==> src/rtl/enigma_stream_ctrl.sv <==
// Streaming sequencer for the 4-box substitution cipher core: valid/ready in, registered valid/ready out.
// Optional feature: define ENIGMA_LOWERCASE_EN to fold lowercase letters to uppercase and encipher them.
module enigma_stream_ctrl #(
  parameter int STEP    = 1,
  parameter int RATCHET = 1,
  parameter int CNT_W   = 16
) (
  input  logic             clk,
  input  logic             rst,
  input  logic             start,
  input  logic [1:0]       key,
  input  logic             in_valid,
  input  logic [7:0]       in_data,
  input  logic             in_last,
  output logic             in_ready,
  output logic             out_valid,
  output logic [7:0]       out_data,
  output logic             out_last,
  input  logic             out_ready,
  output logic [7:0]       cipher_char,
  output logic [1:0]       cipher_setting,
  input  logic [7:0]       cipher_result,
  output logic             busy,
  output logic             done,
  output logic [CNT_W-1:0] char_count
);

  localparam int RW = (RATCHET > 1) ? $clog2(RATCHET) : 1;

  typedef enum logic [1:0] {IDLE, RUN, DRAIN} state_t;

  state_t          state, state_next;
  logic [1:0]      setting;
  logic [RW-1:0]   ratchet;
  logic            accept;
  logic            out_hs;
  logic            letter;

  function automatic logic is_letter(input logic [7:0] c);
`ifdef ENIGMA_LOWERCASE_EN
    return ((c >= 8'h41) && (c <= 8'h5A)) || ((c >= 8'h61) && (c <= 8'h7A));
`else
    return (c >= 8'h41) && (c <= 8'h5A);
`endif
  endfunction

  function automatic logic [7:0] fold_case(input logic [7:0] c);
`ifdef ENIGMA_LOWERCASE_EN
    return ((c >= 8'h61) && (c <= 8'h7A)) ? c - 8'h20 : c;
`else
    return c;
`endif
  endfunction

  function automatic logic [CNT_W-1:0] sat_inc(input logic [CNT_W-1:0] cnt);
    return (&cnt) ? cnt : cnt + 1'b1;
  endfunction

  function automatic logic [1:0] step_setting(input logic [1:0] s);
    return s + 2'(STEP);
  endfunction

  assign cipher_char    = fold_case(in_data);
  assign cipher_setting = setting;
  assign letter         = is_letter(in_data);
  assign busy           = (state != IDLE);
  assign out_hs         = out_valid & out_ready;
  assign accept         = in_valid & in_ready;

  always_comb begin
    state_next = state;
    in_ready   = 1'b0;
    case (state)
      IDLE: begin
        if (start) state_next = RUN;
      end
      RUN: begin
        in_ready = ~out_valid | out_ready;
        if (in_valid && in_ready && in_last) state_next = DRAIN;
      end
      DRAIN: begin
        if (out_hs && out_last) state_next = IDLE;
      end
      default: state_next = IDLE;
    endcase
  end

  always_ff @(posedge clk) begin
    if (rst) begin
      state      <= IDLE;
      setting    <= 2'd0;
      ratchet    <= '0;
      out_valid  <= 1'b0;
      out_data   <= 8'h00;
      out_last   <= 1'b0;
      done       <= 1'b0;
      char_count <= '0;
    end else begin
      state <= state_next;
      done  <= (state == DRAIN) && out_hs && out_last;
      if ((state == IDLE) && start) begin
        setting    <= key;
        ratchet    <= '0;
        char_count <= '0;
      end
      // A fresh accept reloads the output register even when the old word leaves this cycle.
      if (accept) begin
        out_data  <= letter ? cipher_result : in_data;
        out_last  <= in_last;
        out_valid <= 1'b1;
        if (letter) begin
          char_count <= sat_inc(char_count);
          if (ratchet == RW'(RATCHET - 1)) begin
            ratchet <= '0;
            setting <= step_setting(setting);
          end else begin
            ratchet <= ratchet + 1'b1;
          end
        end
      end else if (out_hs) begin
        out_valid <= 1'b0;
      end
    end
  end

endmodule

==> config.mk <==
export PLATFORM = sky130hd
export DESIGN_NAME = enigma_stream_ctrl
export DESIGN_NICKNAME = d
export VERILOG_FILES = /design/src/rtl/enigma_stream_ctrl.sv
export SDC_FILE = /design/constraint.sdc
export NUM_CORES = 1
export LEC_CHECK = 0
export BUFFER_PORTS_ARGS = -buffer_cell sky130_fd_sc_hd__buf_4
export CORE_MARGIN = 2
export CORE_UTILIZATION = 45
export CTS_BUF_LIST = sky130_fd_sc_hd__clkbuf_2 sky130_fd_sc_hd__clkbuf_4 sky130_fd_sc_hd__clkbuf_8
export DETAILED_ROUTE_END_ITERATION = 8
export PLACE_DENSITY = 0.77
export SYNTH_ARGS = -nofsm -noshare
export SYNTH_HDL_FRONTEND = slang
export SYNTH_SLANG_ARGS = --single-unit
==> constraint.sdc <==
create_clock -name clk -period 1.9 [get_ports clk]
set_input_delay 0.095 -clock clk [delete_from_list [all_inputs] [get_ports clk]]
set_output_delay 0.095 -clock clk [all_outputs]
set_load 0.03 [all_outputs]
Word level (Yosys, flattened, before mapping)
Cells that the tools add are included.

storage, ports and cells
  flip-flop bits (word level) = 32
  bits of input ports = 24
  logic and storage cells = 55

operators by class
  eq/ne operators = 6
  bitwise operators = 4
  $lt $le $gt $ge = 2
  add/sub/neg operators = 3
  reductions and logical operators = 12
  muxes and demuxes = 20

operator list
  kind                     count
  $mux W16                 4
  $add A16 B1 Y16 const B  1
  $reduce_and A16 Y1       1
  $mux W2                  7
  $ge A8 B7 Y1 const B     1
  $le A8 B7 Y1 const B     1
  $mux W8                  1
  $logic_and A1 B1 Y1      7
  $mux W1                  7
  $ne A2 B2 Y1 const B     3
  $pmux W2 S3              1
  $reduce_bool A2 Y1       2
  $ne A3 B3 Y1 const B     1
  $reduce_and A3 Y1        1
  $add A2 B1 Y2 const B    1
  $and A1 B1 Y1            2
  $eq A2 B1 Y1 const B     1
  $eq A2 B2 Y1 const B     1
  $logic_not A2 Y1         1
  $add A1 B1 Y1 const B    1
  $not A1 Y1               1
  $or A1 B1 Y1             1

Logic depth before layout (Yosys ltp)
Gate-level depths: netlist of run 1.

  depth after elaboration = 6
  depth in mapped cells = 6

Worst setup path after synthesis of run 1
OpenSTA, ideal clock, no wires.

  path type = register -> register
  start point = reg char_count[2]
  end point = reg char_count[11]
  library setup time = 74 ps
  stages on the path, launching flop included = 7
  buffers on the path = 1
  setup slack = -178 ps
  data arrival time = 2,004 ps
  cells stage by stage = dfxtp_1 -> and4_1 -> nand3_1 -> or3_1 -> buf_2 -> or4_1 -> a31oi_1

on the way
  longest elaborated chain between the ends = 4

RTL lines
  item                    RTL line  text
  from (decl)             25        output logic [CNT_W-1:0] char_count
  from (signal assigned)  112       char_count <= sat_inc(char_count);
  $add A16 B1 Y16         56        return (&cnt) ? cnt : cnt + 1'b1;
  $mux W16                56
  $mux W16                111       if (letter) begin
  $mux W16                107       if (accept) begin

Several ways; a longest one is shown, not always the timed one. The select of a mux whose other input is x is not followed.
A chain may end at the register's enable or synchronous reset.

Worst setup path in the final report of run 1
  start point = reg char_count[3]
  end point = reg char_count[11]

Same word-level chain as after synthesis.

==> results of run 1 <==
## sequential cells by signal, summed over array words and instances (netlist names)
signal / flops
char_count: 16
state: 2
cipher_setting: 2
out_last: 1
done: 1
ratchet: 1
out_valid: 1
out_data: 8
## critical path: stages (launching register included)
cell and delay [ps]:
dfxtp_4 380, and4_4 220, nand3_1 100, or3_4 410, or4_4 510, a31oi_1 170
## final cells by class
type / instances / area [µm²] / share of cell area (%)
Clock buffer: 7 / 58.81 / 2.542
Inverter: 5 / 18.77 / 0.8112
Sequential cell: 32 / 655.6 / 28.34
Timing Repair Buffer: 80 / 603.1 / 26.07
Clock inverter: 1 / 6.256 / 0.2704
Tap cell: 46 / 57.56 / 2.488
Multi-Input combinational cell: 145 / 913.4 / 39.48
## per-layer routing
metal	share of wire, %	track usage, %
met5	0	0
met4	1.2	11.17
met2	50	37.24
met1	44	28.71
met3	5.4	5.556
## how the worst max path moves through the flow
stage                     slack (ps)                     endpoint                        from
after floorplan                    4  char_count[11]$_SDFFE_PP0P_  char_count[5]$_SDFFE_PP0P_
after global placement            60  char_count[11]$_SDFFE_PP0P_       state[1]$_SDFFE_PP0P_
after detailed placement          10  char_count[11]$_SDFFE_PP0P_       state[1]$_SDFFE_PP0P_
after CTS                         20  char_count[11]$_SDFFE_PP0P_       state[1]$_SDFFE_PP0P_
after global routing             -10  char_count[11]$_SDFFE_PP0P_  char_count[3]$_SDFFE_PP0P_
final                             60  char_count[11]$_SDFFE_PP0P_  char_count[3]$_SDFFE_PP0P_
## cell usage in the layout (no fill, tap or decap), types with 3 or more instances in the layout
cell type,count
dfxtp_1,26
mux2i_1,4
clkbuf_4,6
o21ai_0,12
dfxtp_4,3
nor2_1,14
dfxtp_2,3
xnor2_1,3
a21oi_1,18
inv_1,5
a211oi_1,7
buf_4,79
nand2_1,14
and3_1,3
nand3_1,7
o211ai_1,3
nand4_1,4
a31oi_1,7
nor3_1,9
## per-stage QoR
stage | total power [mW] | TNS [ps] | hold slack [ps] | cells | cell area [µm²]
6_report | 1.414 | 0 | -1.360 | 316 | 2313
5_1_grt | 1.470 | -12.49 | 6.955 | 316 | 2313
4_1_cts | 1.417 | 0 | 4.062 | 311 | 2260
3_5_place_dp | 0.9806 | 0 | 366.6 | 302 | 2180
3_3_place_gp | 0.9770 | 0 | 355.4 | 302 | 2180
2_1_floorplan | 0.8725 | 0 | 178.1 | 198 | 1659
## report_power, final
part	switching [mW]	total (mW)	internal (mW)
clock network	0.245	0.441	0.196
registers	0.0112	0.697	0.686
logic	0.162	0.276	0.114
## cell families (layout without fill, tap and decap cells)
| kind of cell | Yosys count | after routing | synth area share (%) |
|---|---|---|---|
| AO/OA/AOI/OAI | 58 | 58 | 21.90 |
| AND/OR/NAND/NOR | 79 | 79 | 27.61 |
| XOR/XNOR | 3 | 3 | 1.597 |
| buffers and inverters | 21 | 93 | 6.768 |
| adder cells (fa/ha/maj) | 1 | 1 | 0.7603 |
| multiplexers | 4 | 4 | 2.434 |
| flip-flops | 32 | 32 | 38.94 |
## timing repair
action / 4_1_cts / 5_1_grt
hold endpoints to repair: 1 / 0
resized for setup: 1 / 6
endpoints found under the setup margin: 1 / 10
setup buffers: 0 / 5
hold buffers: 1 / 0
pin swaps: 0 / 2
==> results.json, run 1 <==
{
  "ys_warn_count": 0,
  "synth_most_common_cell": "dfxtp_1",
  "path_class": "reg -> reg",
  "die_area_mm2": 0.004156,
  "crit_fanout": 6,
  "peakVddDrop_uv": 631.0,
  "port_buffers": 62,
  "ant_nets": 0,
  "grt_max_degree": 25,
  "cap_viol_max_count": 0,
  "n_antenna_cell": 0,
  "start_util_pct": 48.17,
  "synth_top_cell_by_area": "dfxtp_1",
  "rows": 21,
  "arrival_ps": 2130,
  "track_usage_pct": 23.01,
  "grt_pass1_vias": 1617,
  "gp_congestion": 0.8807,
  "finalHoldViolCount": 1,
  "synthesis.nets": 223,
  "yosysTopAreaCellShare_pct": 38.94,
  "synth_common_cells": "32 x dfxtp_1, 18 x a21oi_1, 14 x nand2_1, 14 x nor2_1, 12 x o21ai_0",
  "syn-cell-area_mm2": 0.001645,
  "slew_viol_final": 0,
  "rsz0062_at_grt": "yes",
  "hold_depth": 3,
  "detail_route.wirelength_um": 4601,
  "clk_latency_ps": 360,
  "status": "complete, but fails checks",
  "hpwlAfterDp_um": 3309,
  "htree_num_levels": 2,
  "reg2reg_from": "char_count[3]$_SDFFE_PP0P_",
  "ys_seq_elements": 32,
  "clk_pin_slew_ps": 110,
  "cts_tree": "yes",
  "syn_area_per_cell_um2": 8.310,
  "die_h_um": 64.47,
  "dr.pass1.iters": 4,
  "cts.path.max_buffers": 2,
  "grt_overflow": 0,
  "cts-root-buf": "clkbuf_4",
  "async_flop_share_pct": 0,
  "fmax_mhz": 542.8,
  "area_growth_pct": 40.61,
  "pre_cts_ws_ps": 10.23,
  "synthTopCellsByArea": "dfxtp_1 39%, a21oi_1 5.5%, o21ai_0 3.7%, buf_4 3.7%, a211oi_1 3.2%",
  "p_per_area_mw_per_mm2": 611.1,
  "end_kind": "register",
  "synth_ff_type": "dfxtp_1",
  "dr.first_iter.drc_count": 145,
  "grt_pass1_wl_um": 7424,
  "vias": 1770,
  "r2r_end": "char_count[11]$_SDFFE_PP0P_",
  "drc_errors": 0,
  "tightest_slew_ps": 456.1,
  "nNetsFinal": 294,
  "fin_crit_sh_pct": 96.96,
  "cts-buffers-inserted": 5,
  "synth_edf_count": 0,
  "drive_gt1_share_pct": 40.37,
  "reg2reg_depth": 5,
  "rrSetupSlack_ps": 60,
  "setup_slack_ps": 57.75,
  "synth_cell_type_count": 43,
  "post-route-util_pct": 67.73,
  "cp-start-kind": "register",
  "design.core.area_mm2": 0.003416,
  "violations": "hold timing",
  "pin_count": 63,
  "min_to": "cipher_setting[1]$_SDFF_PP0_",
  "wl_per_cell_um": 14.56,
  "finClkSkew_ps": 13.40,
  "dieWidth_um": 64.47,
  "leakagePower_nw": 0.9478,
  "syn_inst": 198,
  "synth-seq-area-share_pct": 38.94,
  "finalSetupViolCount": 0,
  "maxSlewHeadroom_pct": 69.48,
  "worstPathRequired_ps": 2190,
  "hold_path_class": "in -> reg",
  "fin_crit_ps": 1842,
  "viasPerCell": 5.601,
  "antenna_found_initial": 0,
  "worstHoldStart": "key[1]",
  "holdWs_ps": -1.360,
  "fillers": 307,
  "cts_sinks": 32
}
Note: power is estimated with default switching activity, not from simulation.
==> run 2: changes to the inputs <==
- SLEW_MARGIN: default -> 30
- clock period: 1.9 -> 1.5 ns (I/O delays scaled with it)
==> run 2 against run 1 <==
  * The flow finishes with violations (hold timing, setup timing)
  * Die area stayed put
  * Via count increased by 21%
  * Global-route usage grew 3.3 points
  * Register-to-register slack lost 390 ps
  * Combinational power rose by 61%
  * Final cell count grew 12%
  * Clock skew increased by 1.3 ps
  * First-iteration DRC count rose by 52%
  * Total power is 35% higher
  * Critical endpoint unchanged
  * Highest routed layer unchanged
==> results.json, run 2 (synthesized netlist as in run 1, its figures left out) <==
{
  "status": "complete, but fails checks",
  "violations": "hold timing, setup timing",
  "detail_route.wirelength_um": 6733,
  "post-route-util_pct": 84.32,
  "postCtsHoldBufs": 0,
  "cts_tree": "yes",
  "rows": 21,
  "crit_fanout": 6,
  "finClkSkew_ps": 14.71,
  "design.core.area_mm2": 0.003416,
  "leakagePower_nw": 1.194,
  "crit_slowest_cell": "or3_4",
  "grt_pass1_vias": 1887,
  "placed_area_mm2": 0.002511,
  "antenna_found_initial": 0,
  "setup_slack_ps": -327.6,
  "slew_viol_final": 0,
  "tightest_slew_ps": 458.6,
  "start_util_pct": 48.17,
  "vias": 2144,
  "fmax_mhz": 547.2,
  "htree_num_levels": 2,
  "area_growth_pct": 75.06,
  "largest_register_ffs": 16,
  "cts-buffers-inserted": 5,
  "cts_sinks": 32,
  "rsz0062_at_grt": "yes",
  "clk_latency_ps": 340,
  "grt_max_degree": 25,
  "port_buffers": 62,
  "cts.path.max_buffers": 2,
  "reg2reg_from": "char_count[5]$_SDFFE_PP0P_",
  "rrSetupSlack_ps": -330,
  "dr.first_iter.drc_count": 221,
  "end_kind": "register",
  "wl_per_cell_um": 19.02,
  "layout_commonest_cell": "buf_4",
  "largestRegisters": "char_count (16), out_data (8)",
  "gp_congestion": 0.8931,
  "worstHoldStart": "key[1]",
  "drive_gt1_share_pct": 61.04,
  "hold_path_class": "in -> reg",
  "finalHoldViolCount": 2,
  "die_area_mm2": 0.004156,
  "final_cell_mix": "109 x buf_4, 19 x dfxtp_1, 14 x a21oi_1, 12 x nand2_1, 9 x nor2_1",
  "dr.pass1.iters": 5,
  "cp-start-kind": "register",
  "min_to": "cipher_setting[1]$_SDFF_PP0_",
  "holdWs_ps": -17.48,
  "n_antenna_cell": 0,
  "drc_errors": 0,
  "arrival_ps": 2060,
  "p_per_area_mw_per_mm2": 661.9,
  "clk_pin_slew_ps": 110,
  "peakVddDrop_uv": 624.8,
  "dieWidth_um": 64.47,
  "ant_nets": 0,
  "viasPerCell": 6.056,
  "grt_overflow": 0,
  "cap_viol_max_count": 0,
  "pin_count": 63,
  "finalSetupViolCount": 20,
  "worstPathRequired_ps": 1730,
  "die_h_um": 64.47,
  "fin_crit_sh_pct": 121.8,
  "fin_crit_ps": 1828,
  "nNetsFinal": 332,
  "fin_tns_setup_ps": -2519,
  "top_register": "char_count",
  "hold_depth": 3,
  "path_cells": "and4_4 -> nand3_4 -> or3_4 -> buf_4 -> buf_6 -> o211ai_1 -> a31oi_1",
  "grt_pass1_wl_um": 8549,
  "maxSlewHeadroom_pct": 69.31,
  "reg2reg_depth": 7,
  "max_stage_delay_ps": 380,
  "track_usage_pct": 26.26,
  "hpwlAfterDp_um": 3668,
  "fin_area_mm2": 0.002880,
  "r2r_end": "char_count[11]$_SDFFE_PP0P_",
  "path_class": "reg -> reg",
  "cts-root-buf": "clkbuf_4"
}
[run 2: worst max-delay path, delay by kind of cell, from the launching register on]
kind | cells | cell delay, ps
DFF | 1 | 360
AOI/OAI and AO/OA | 2 | 360
and+or+nand+nor | 3 | 720
buffers and inverters | 2 | 280
[run 2: cell type report]
class                           instances  area [µm²]
Fill cell                             196       535.5
Timing Repair Buffer                  117       920.9
Multi-Input combinational cell        146        1145
Clock buffer                            8       66.31
Inverter                                5       18.77
Tap cell                               46       57.56
Sequential cell                        32       671.9
[run 2: how the worst max path moves through the flow]
stage | startpoint | endpoint
finish | char_count[5]$_SDFFE_PP0P_ | char_count[11]$_SDFFE_PP0P_
global route | char_count[5]$_SDFFE_PP0P_ | char_count[11]$_SDFFE_PP0P_
CTS | state[1]$_SDFFE_PP0P_ | char_count[11]$_SDFFE_PP0P_
detailed placement | char_count[5]$_SDFFE_PP0P_ | char_count[11]$_SDFFE_PP0P_
global placement | char_count[5]$_SDFFE_PP0P_ | char_count[11]$_SDFFE_PP0P_
floorplan | char_count[2]$_SDFFE_PP0P_ | char_count[11]$_SDFFE_PP0P_
[run 2: where the power goes]
part / switching, mW / total [mW] / internal [mW]
sequential: 0.0162 / 0.880 / 0.864
combinational: 0.245 / 0.444 / 0.200
clock: 0.314 / 0.582 / 0.268
total: 0.575 / 1.91 / 1.33
[run 2: layer usage]
| metal | up-vias | GRT usage (%) | share of wire [%] |
|---|---|---|---|
| met2 | 142 | 42.45 | 49 |
| met5 | - | 0 | 0 |
| li1 | 962 | - | - |
| met3 | 29 | 6.771 | 8.5 |
| met4 | 0 | 12.50 | 3.0 |
| met1 | 1011 | 32.64 | 40 |
[run 2: through the flow]
stage	cells	power [mW]	setup WS, ps	hold slack, ps
floorplan	198	1.110	-373.5	158.1
global placement	337	1.287	-264.7	357.7
detailed placement	337	1.292	-308.4	359.5
CTS	346	1.846	-224.7	4.093
global route	354	1.958	-375.7	2.258
finish	354	1.907	-327.6	-17.48
[run 2: timing repair]
| item | 4_1_cts | 5_1_grt |
|---|---|---|
| pin swaps | 7 | 20 |
| cloned | 0 | 1 |
| setup endpoints to repair | 21 | 23 |
| resized for setup | 16 | 44 |
| buffers inserted | 1 | 8 |
==> run 3: changes to the inputs <==
- CELL_PAD_IN_SITES_DETAIL_PLACEMENT: default -> 1
- CELL_PAD_IN_SITES_GLOBAL_PLACEMENT: default -> 1
- CORE_UTILIZATION: 45 -> 32
- SLEW_MARGIN: 30 -> default
==> run 3 against run 2 <==
  * The run ends with setup timing left
  * Combinational power up 4%
  * Largest cell class unchanged
  * First-iteration DRC count down 44%
  * Total power up 8.3%
  * Utilization down 24 points
  * Worst hold slack better by 75 ps
  * Global-route usage down 1.3 points
  * Critical path type unchanged
  * Highest routed layer unchanged
  * Count of clock-buffer cells in the layout down 1
  * Clock power up 24%
  * Critical path depth down 2
  * Cell area up 4.9%
  * Sequential share of layout area down 1.1 points
  * Maximum frequency down 0.28%
==> results.json, run 3 (synthesized netlist as in run 1, its figures left out) <==
{
  "status": "complete, but fails checks",
  "violations": "setup timing",
  "holdWs_ps": 57.26,
  "detail_route.wirelength_um": 7823,
  "end_kind": "register",
  "leakagePower_nw": 1.243,
  "cap_viol_max_count": 0,
  "fin_crit_ps": 1833,
  "start_util_pct": 32.63,
  "rsz0062_at_grt": "yes",
  "cts-buffers-inserted": 5,
  "path_class": "reg -> reg",
  "finalSetupViolCount": 19,
  "cp-start-kind": "register",
  "clk_pin_slew_ps": 70,
  "crit_fanout": 2,
  "largestRegisters": "char_count (16), out_data (8)",
  "fillers": 586,
  "grt_pass1_vias": 2165,
  "power.switching_mw": 0.5901,
  "die_h_um": 75.71,
  "gp_congestion": 0.8255,
  "viasPerCell": 5.422,
  "cts.path.max_buffers": 2,
  "peakVddDrop_uv": 487.0,
  "finalPower_mw": 2.066,
  "pin_count": 63,
  "grt_max_degree": 24,
  "dr.first_iter.drc_count": 123,
  "antenna_found_initial": 0,
  "postCtsHoldBufs": 0,
  "maxSlewHeadroom_pct": 64.93,
  "final_cell_mix": "117 x buf_4, 19 x dfxtp_1, 17 x a21oi_1, 12 x nand2_1, 11 x nor2_1",
  "wl_per_cell_um": 20.27,
  "worstPathRequired_ps": 1710,
  "finalHoldViolCount": 0,
  "fin_crit_sh_pct": 122.2,
  "cts_tree": "yes",
  "arrival_ps": 2040,
  "rrSetupSlack_ps": -330,
  "fmax_mhz": 545.6,
  "slew_viol_final": 0,
  "port_buffers": 62,
  "p_per_area_mw_per_mm2": 683.6,
  "hpwlAfterDp_um": 4655,
  "die_area_mm2": 0.005731,
  "crit_slowest_cell": "or4_4",
  "nNetsFinal": 341,
  "area_growth_pct": 83.65,
  "dr.pass1.iters": 4,
  "largest_register_ffs": 16,
  "clk_latency_ps": 290,
  "pre_cts_ws_ps": -445.4,
  "clock_power_share_pct": 35.0,
  "vias": 2093,
  "tightest_slew_ps": 524.1,
  "hold_path_class": "in -> reg",
  "htree_num_levels": 2,
  "drive_gt1_share_pct": 60.44,
  "post-route-util_pct": 59.93,
  "combPwrFrac_pct": 22.4,
  "power.internal_mw": 1.475,
  "ant_nets": 0,
  "fin_tns_setup_ps": -3405,
  "cts_sinks": 32,
  "drc_errors": 0,
  "path_cells": "and4_4 -> nand3_4 -> or3_4 -> or4_4 -> a31oi_4",
  "grt_pass1_wl_um": 10530,
  "rows": 26,
  "top_register": "char_count",
  "pwr-share-seq_pct": 42.6,
  "max_stage_delay_ps": 520,
  "setup_slack_ps": -332.7,
  "dieWidth_um": 75.71,
  "grt_overflow": 0,
  "seq_area_um2": 671.9,
  "layout_commonest_cell": "buf_4",
  "p_sw_share_pct": 28.57,
  "n_antenna_cell": 0,
  "design.core.area_mm2": 0.005042,
  "cts-root-buf": "clkbuf_8",
  "track_usage_pct": 24.98,
  "finClkSkew_ps": 3.741,
  "multi_input_area_mm2": 0.001147
}
## run 3: cell count changes in the layout (fill, tap and decap cells not counted), sizes merged
cell	previous run	this run
buf	117	127
clkbuf	8	7
nand3	9	8
## run 3: power by group through the flow
stage	sequential (mW)	combinational, mW	clock [mW]
4_1_cts	0.880	0.431	0.736
3_3_place_gp	0.896	0.398	0
2_1_floorplan	0.939	0.171	0
5_1_grt	0.883	0.487	0.773
3_5_place_dp	0.898	0.410	0
6_report	0.881	0.462	0.723
## run 3: routing by layer
layer  vias to the layer above  global-route usage (%)  wire [µm]
met5                         -                       0          0
met4                         0                   10.92        262
met3                        24                   6.614        272
met2                        66                   44.93       4144
met1                      1037                   27.53       3143
li1                        966                       -          -
## run 3: timing repair
| item | 4_1_cts | 5_1_grt |
|---|---|---|
| hold endpoints to repair | 0 | 0 |
| endpoints found under the setup margin | 21 | 24 |
| setup buffers | 3 | 10 |
| pin swaps | 5 | 12 |
| resized for setup | 23 | 33 |
## run 3: final cells by class
type                    count  share of cell area [%]
multi-input cells         145                   37.97
repair buffers            127                   33.08
clock buffers               7                   3.188
flip-flops and latches     32                   22.24
well taps                  70                   2.899
inverters                   5                  0.6211
## run 3: critical path: cells and delay by family (launching register included)
family             cells  cell delay [ps]
AOI/OAI and AO/OA      1              170
DFF                    1              350
and+or+nand+nor        4             1250
## run 3: worst paths after layout
path | cells after the start | from | end
max | 5 | char_count[5]$_SDFFE_PP0P_ | char_count[11]$_SDFFE_PP0P_
min | 3 | key[1] | cipher_setting[1]$_SDFF_PP0_
max reg2reg | 5 | char_count[5]$_SDFFE_PP0P_ | char_count[11]$_SDFFE_PP0P_
min reg2reg | 2 | out_last$_SDFFE_PP0N_ | out_last$_SDFFE_PP0N_
## run 3: through the flow
| stage | cell area [µm²] | cells |
|---|---|---|
| after CTS | 2803 | 376 |
| after global placement | 2579 | 366 |
| after global routing | 3022 | 386 |
| after floorplan | 1732 | 198 |
| final | 3022 | 386 |
| after detailed placement | 2579 | 366 |
